$ cat src/rtl/svd_stream_host.sv
// rtl/svd_stream_host.sv - host-side buffer and serial streamer for the 4x4 complex bidiagonalization core
// Streams a buffered 16-sample matrix to the core, then collects the 16-sample result burst.
module svd_stream_host #(
  parameter int BIT_NUM      = 18,
  parameter int CHANNEL_SIZE = 16,
  parameter int TIMEOUT_CYC  = 64
) (
  input  logic               clk,
  input  logic               rst_n,
  input  logic               wr_en,
  input  logic [3:0]         wr_addr,
  input  logic [BIT_NUM-1:0] wr_r,
  input  logic [BIT_NUM-1:0] wr_i,
  input  logic               start,
  input  logic [3:0]         rd_addr,
  output logic [BIT_NUM-1:0] rd_r,
  output logic [BIT_NUM-1:0] rd_i,
  output logic               busy,
  output logic               done,
  output logic [1:0]         err,
  output logic               core_valid_o,
  output logic [BIT_NUM-1:0] core_R_o,
  output logic [BIT_NUM-1:0] core_I_o,
  input  logic               core_valid_i,
  input  logic [BIT_NUM-1:0] core_R_i,
  input  logic [BIT_NUM-1:0] core_I_i
);

  localparam int TW = $clog2(TIMEOUT_CYC + 1);

  typedef enum logic [2:0] {S_IDLE, S_SEND, S_WAIT, S_COLLECT, S_DONE} state_t;

  state_t             r_state;
  logic [BIT_NUM-1:0] r_src_r [CHANNEL_SIZE];
  logic [BIT_NUM-1:0] r_src_i [CHANNEL_SIZE];
  logic [BIT_NUM-1:0] r_res_r [CHANNEL_SIZE];
  logic [BIT_NUM-1:0] r_res_i [CHANNEL_SIZE];
  logic [3:0]         r_cnt;
  logic [3:0]         r_rcv;
  logic [TW-1:0]      r_tcnt;
  logic               w_overrun;

  // Result samples outside WAIT/COLLECT have nowhere to go.
  assign w_overrun = core_valid_i &&
                     (r_state == S_IDLE || r_state == S_SEND || r_state == S_DONE);

  always_ff @(posedge clk or negedge rst_n) begin
    if (!rst_n) begin
      for (int k = 0; k < CHANNEL_SIZE; k++) begin
        r_src_r[k] <= '0;
        r_src_i[k] <= '0;
      end
    end else if (wr_en && !busy) begin
      r_src_r[wr_addr] <= wr_r;
      r_src_i[wr_addr] <= wr_i;
    end
  end

  always_ff @(posedge clk or negedge rst_n) begin
    if (!rst_n) begin
      rd_r <= '0;
      rd_i <= '0;
    end else begin
      rd_r <= r_res_r[rd_addr];
      rd_i <= r_res_i[rd_addr];
    end
  end

  always_ff @(posedge clk or negedge rst_n) begin
    if (!rst_n) begin
      r_state      <= S_IDLE;
      r_cnt        <= '0;
      r_rcv        <= '0;
      r_tcnt       <= '0;
      busy         <= 1'b0;
      done         <= 1'b0;
      err          <= 2'd0;
      core_valid_o <= 1'b0;
      core_R_o     <= '0;
      core_I_o     <= '0;
      for (int k = 0; k < CHANNEL_SIZE; k++) begin
        r_res_r[k] <= '0;
        r_res_i[k] <= '0;
      end
    end else begin
      done <= 1'b0;
      case (r_state)
        S_IDLE: begin
          if (start) begin
            // Sample 0 goes out on the same edge that accepts start.
            r_state      <= S_SEND;
            busy         <= 1'b1;
            err          <= 2'd0;
            r_cnt        <= '0;
            core_valid_o <= 1'b1;
            core_R_o     <= r_src_r[0];
            core_I_o     <= r_src_i[0];
          end
        end
        S_SEND: begin
          if (r_cnt == 4'(CHANNEL_SIZE - 1)) begin
            core_valid_o <= 1'b0;
            core_R_o     <= '0;
            core_I_o     <= '0;
            r_tcnt       <= '0;
            r_state      <= S_WAIT;
          end else begin
            r_cnt    <= r_cnt + 4'd1;
            core_R_o <= r_src_r[r_cnt + 4'd1];
            core_I_o <= r_src_i[r_cnt + 4'd1];
          end
        end
        S_WAIT: begin
          if (core_valid_i) begin
            r_res_r[0] <= core_R_i;
            r_res_i[0] <= core_I_i;
            r_rcv      <= 4'd1;
            r_state    <= S_COLLECT;
          end else if (r_tcnt == TW'(TIMEOUT_CYC - 1)) begin
            err     <= 2'd1;
            done    <= 1'b1;
            r_state <= S_DONE;
          end else begin
            r_tcnt <= r_tcnt + 1'b1;
          end
        end
        S_COLLECT: begin
          if (core_valid_i) begin
            r_res_r[r_rcv] <= core_R_i;
            r_res_i[r_rcv] <= core_I_i;
            if (r_rcv == 4'(CHANNEL_SIZE - 1)) begin
              done    <= 1'b1;
              r_state <= S_DONE;
            end else begin
              r_rcv <= r_rcv + 4'd1;
            end
          end else begin
            err     <= 2'd2;
            done    <= 1'b1;
            r_state <= S_DONE;
          end
        end
        S_DONE: begin
          busy    <= 1'b0;
          r_state <= S_IDLE;
        end
        default: r_state <= S_IDLE;
      endcase
      if (w_overrun) begin
        err <= 2'd3;
      end
    end
  end

endmodule

$ cat config.mk
export PLATFORM = sky130hd
export DESIGN_NAME = svd_stream_host
export DESIGN_NICKNAME = d
export VERILOG_FILES = /design/src/rtl/svd_stream_host.sv
export SDC_FILE = /design/constraint.sdc
export NUM_CORES = 2
export LEC_CHECK = 0
export CAP_MARGIN = 20
export CORE_MARGIN = 5
export CORE_UTILIZATION = 30
export DETAILED_ROUTE_END_ITERATION = 8
export PLACE_DENSITY = 0.44
export SYNTH_ARGS = -nofsm -noshare
export SYNTH_HDL_FRONTEND = slang
export SYNTH_SLANG_ARGS = --single-unit
$ cat constraint.sdc
create_clock -name clk -period 2 [get_ports clk]
set_input_delay 0.3 -clock clk [delete_from_list [all_inputs] [get_ports clk]]
set_output_delay 0.3 -clock clk [all_outputs]
set_load 0.01 [all_outputs]
**Word level (Yosys, flattened, before mapping)**

Cells that the tools add are included.

- Bitwise gates (word level): 4
- Reductions and logical operators: 23
- Equality and inequality tests: 21
- Order comparisons: 6
- Add/subtract/negate cells: 3
- Mux-type cells: 65

Operator list:

| cell | count |
|---|---|
| bitwise mux 288 bit | 4 |
| 2-to-1 mux 288 bit | 2 |
| binary-select mux 18 bit (select 4 bit) | 4 |
| 2-to-1 mux 18 bit | 16 |
| demux 18 bit (select 4 bit) | 2 |
| case mux 18 bit (2 select lines) | 4 |
| 2-to-1 mux 7 bit | 3 |
| >= comparator 5 bit (second input constant) | 4 |
| 2-to-1 mux 4 bit | 5 |
| NOT 4 -> 5 bit | 4 |
| 2-to-1 mux 3 bit | 6 |
| inequality test 3 bit (second input constant) | 6 |
| case mux 4 bit (2 select lines) | 2 |
| inequality test 2 bit (second input constant) | 7 |
| case mux 7 bit (2 select lines) | 1 |
| case mux 3 bit (4 select lines) | 1 |
| AND reduction 4 bit | 3 |
| less-than comparator 5 x 1 -> 1 bit (second input constant) | 2 |
| 2-to-1 mux 2 bit | 5 |
| AND reduction 3 bit | 3 |
| adder 4 x 1 -> 4 bit (second input constant) | 2 |
| equality test 4 bit (second input constant) | 2 |
| nonzero test 2 bit | 4 |
| adder 7 x 1 -> 7 bit (second input constant) | 1 |
| other kinds (15) | 29 |

- Input port bits: 85
- Output and inout port bits: 77
- Register bits: 1247
- Logic and storage cells: 198

**Longest topological paths before layout**

- Word-level depth: 8
- Mapped depth: 8
- Depth with buffers taken out: 5

**Least setup slack after synthesis**

Ideal clock, no wire load.

- Path kind: flip-flop to flip-flop
- From: register r_cnt[1]
- To: register core_I_o[15]
- Cell stages (with the launch flop): 9
- Buffers on the path: 3
- Slack: -0.091 ns
- Required time: 1.857 ns
- Period minus slack after synthesis: 2.091 ns
- Library setup time: 0.143 ns
- Arrival time: 1.949 ns
- Cell sequence: dfrtp_1 ha_1 buf_4 buf_4 clkbuf_1 mux4_2 mux2i_1 mux2_2 o211ai_2

- Longest elaborated chain between the ends: 7
- Elaborated cells on any way between the ends: 8
- Those cells by class: add/sub: 1; eq/ne: 1; mux: 5; bitwise: 1

RTL lines:

| what | RTL line | RTL |
|---|---|---|
| start: declaration | 38 | `logic [3:0] r_cnt;` |
| start signal: assignment | 108 | `r_cnt <= r_cnt + 4'd1;` |
| adder 4 x 1 -> 4 bit | 110 | `core_I_o <= r_src_i[r_cnt + 4'd1];` |
| NOT 4 -> 5 bit (not written as such) | 110 |  |
| binary-select mux 18 bit (select 4 bit) | 110 |  |
| 2-to-1 mux 18 bit (not written as such) (2 in series) | 110 |  |
| 2-to-1 mux 18 bit (*) | 101 | `if (r_cnt == 4'(CHANNEL_SIZE - 1)) begin` |
| case mux 18 bit (2 select lines) (*) | 87 | `case (r_state)` |
| end signal: assignment | 97 | `core_I_o <= r_src_i[0];` |
| end signal: assignment | 110 |  |
| end: declaration | 23 | `output logic [BIT_NUM-1:0] core_I_o,` |

Every way passes the cells marked *; elsewhere a longest branch is shown, timed or not. The select of a mux whose other input is x is not followed.
A chain may end at the register's enable or synchronous reset.

**Worst setup path in the final report**

- From: register r_cnt[0]
- To: register core_I_o[8]

The elaborated chain is that of the path after synthesis.

==> out/results.txt <==
Fill count -> 17500
Area growth from synthesis to layout -> 24.0%
FMAX -> 0.470 GHz
Core ar. -> 185000 sq um
M2 GR Usage -> 27.5%
Crit path capture type -> flip-flop
CTS max path bufs -> 3
Final Total Pwr -> 93.8 mW
Avg Vias per Cell -> 4.87
DRC Markers -> 0
Synth Cell Area -> 55700 sq um
Busiest grt layer -> met2
Synth Warn # -> 0
Clock root cell -> clkbuf_16
Leading area contributor after synthesis -> dfrtp_1
Total gr overflow -> 0
DR vias -> 30800
Hold Fails Final Rpt -> 0
RR Startpoint -> r_cnt[0]
VDD IR-drop max -> 0.000735 V
Max Fanout on Critical Path -> 13
H-tree level count -> 4
Initial Util -> 30.1%
Startpoint types -> flip-flop
GR met1 Demand/Resource -> 21.3%
Dpl ws -> -0.598 ns
Post-DP HPWL -> 98200 um
Slew Limit Headroom -> 45.9%
First-pass GRT wire length -> 236000 um
# clock sinks -> 1247
Worst-path clk slew -> 0.06 ns
Total wire length -> 156000 um
Final #Nets -> 3824
P_leak -> 32.2 nW
Worst Path Required -> 2.64 ns
Pwr Density -> 1360 nW/um^2
RD Place Congestion -> 0.701
Clk_skew -> 0.0213 ns
Synthesized instance count -> 3386
Syn nets -> 3477
Initial antenna violation count -> 19
Sequential fraction of the synthesis area -> 56.0%
Worst-Skew Late Latency -> 0.78 ns
Maximum number of pins on one net before global-route repair -> 88
Drt first pass iters -> 6
DRT iter0 DRCs -> 1400
Syn avg cell area -> 16.5 sq um
Full die area -> 194000 sq um
CTS tree -> built
Yosys cell types -> 57
Crit path from -> r_cnt[0]
Design Area, Final -> 69100 sq um
Crit path DAT -> 2.76 ns
Top post-synthesis cells by area -> dfrtp_1 (56%), mux2_2 (24%), mux4_2 (13%)
Yosys top cell area share -> 56.0%
CP Class -> reg -> reg
Setup Viol. Count Final -> 35
WHS -> 0.0796 ns
Fin crit share -> 106%
Util after Layout -> 37.3%
Drt wl/cell -> 24.6 um
Violated checks -> negative setup slack
Cell Rows -> 158
Worst Hold Class -> in -> async
Die Ht -> 441 um
Gr usage total -> 16.2%
Synth Flop Type -> dfrtp_1
Setup ws final -> -0.126 ns
Post-route ant nets -> 0
Routing usage on met3 -> 2.99%
Fraction of layout cells with a size suffix above 1 -> 56.2%
RSZ-0062 raised after global routing -> yes
EDFF count, synth -> 0
Slew @ Worst Pin -> 0.809 ns
I/O Pins -> 162
Die width -> 441 um
Count leader, synth -> dfrtp_1
Ys async rst share -> 100%
# Max-Cap Violations -> 0
Seq cells post-synth -> 1247
Port-buffer cells -> 161
Vias in the first global route -> 34000
Placed Instance Area -> 63600 sq um
Commonest cells post-synth -> dfrtp_1 (1247), mux2_2 (1189), mux4_2 (324)
Slew Viols, Final -> 0
Inserted Clock Buffers -> 152
Status -> finished with violations
Tmin final -> 2.13 ns
## worst max-delay path: stages, from the launching register on
cell and delay [ns]:
dfrtp_4 0.50, ha_4 0.36, buf_12 0.17, buf_12 0.16, mux4_2 0.31, mux2i_2 0.21
mux2_4 0.19, o211ai_2 0.06
## where the power goes
group | internal, mW | leakage, nW | switching (mW)
combinational | 16.8 | 13.0 | 11.8
clock | 17.3 | 2.52 | 11.1
sequential | 32.9 | 16.6 | 3.87
total | 67.0 | 32.2 | 26.8
## metrics by stage
| step | std cells | TNS, ns |
|---|---|---|
| floorplan | 3386 | -2.79 |
| global placement | 6032 | -379.00 |
| detailed placement | 6032 | -381.53 |
| CTS | 6311 | -2.84 |
| global route | 6333 | -4.44 |
| finish | 6335 | -2.18 |
## logic make-up after synthesis
family          share of synthesized area, %
compound gates                          1.26
buf+inv                                 2.45
mux                                     38.5
simple gates                            1.59
fa+ha+maj                              0.135
flops                                   56.0
xor+xnor                              0.0786
## cell type report
cell class / instances / area, sq um / share of cell area (%)
sequential: 1247 / 31200 / 45.2
antenna: 5 / 12.5 / 0.0181
tap: 2480 / 3100 / 4.49
timing repair buffer: 476 / 6030 / 8.72
clock inverter: 41 / 559 / 0.809
clock buffer: 230 / 4570 / 6.61
multi-input combinational: 1849 / 23600 / 34.1
inverter: 7 / 26.3 / 0.0380
## per-layer routing
layer	wire [um]	part of all wire, %
met5	81	0.052
met4	3580	2.3
met1	69000	44
met3	4990	3.2
met2	78500	50
## state kept, by name, indices dropped and copies added, names as in the netlist, 3 cells and up
signal    count
r_res_i     288
r_res_r     288
r_src_i     288
r_src_r     288
core_I_o     18
core_R_o     18
rd_i         18
rd_r         18
r_tcnt        7
r_cnt         4
r_rcv         4
r_state       3
## layout by cell type, fill, tap and decap left out, drive strengths merged, types with 2 or more instances in the layout
cell type      count
and2               5
clkinvlp           2
mux4             324
o22ai              3
o211ai            38
nand3             51
or4                2
clkinv            23
mux2i             76
a221o              2
a22oi              2
nand3b             2
or3                3
a21oi             12
a2bb2oi            2
nor2              15
buf              316
clkdlybuf4s50     81
ha                 6
clkbuf           234
nor2b              7
inv               11
nand2             69
nor3               2
nand2b             7
dfrtp           1247
bufinv            12
diode              5
dlymetal6s2s       9
mux2            1189
and3               4
and4bb             2
o21ai              7
dlygate4sd2       64
## worst paths after layout
path / endpoint / slack (ns) / depth (start not counted)
setup / recovery: core_I_o[8] / -0.13 / 7
hold / removal: r_res_r[101] / 0.08 / 2
setup reg to reg: core_I_o[8] / -0.13 / 7
hold reg to reg: core_R_o[13] / 0.49 / 2
max in group asynchronous: r_res_i[30] / 1.00 / 4
min in group clk: rd_r[9] / 0.14 / 3
## repair_timing
action	in CTS	in global routing
setup endpoints to repair	118	120
pin swaps	0	1
endpoints found under the hold margin	962	0
cloned	0	3
setup buffers	7	16
resized for setup	106	24
hold buffers	1	0
No activity file was read; power rests on OpenSTA's default activity.
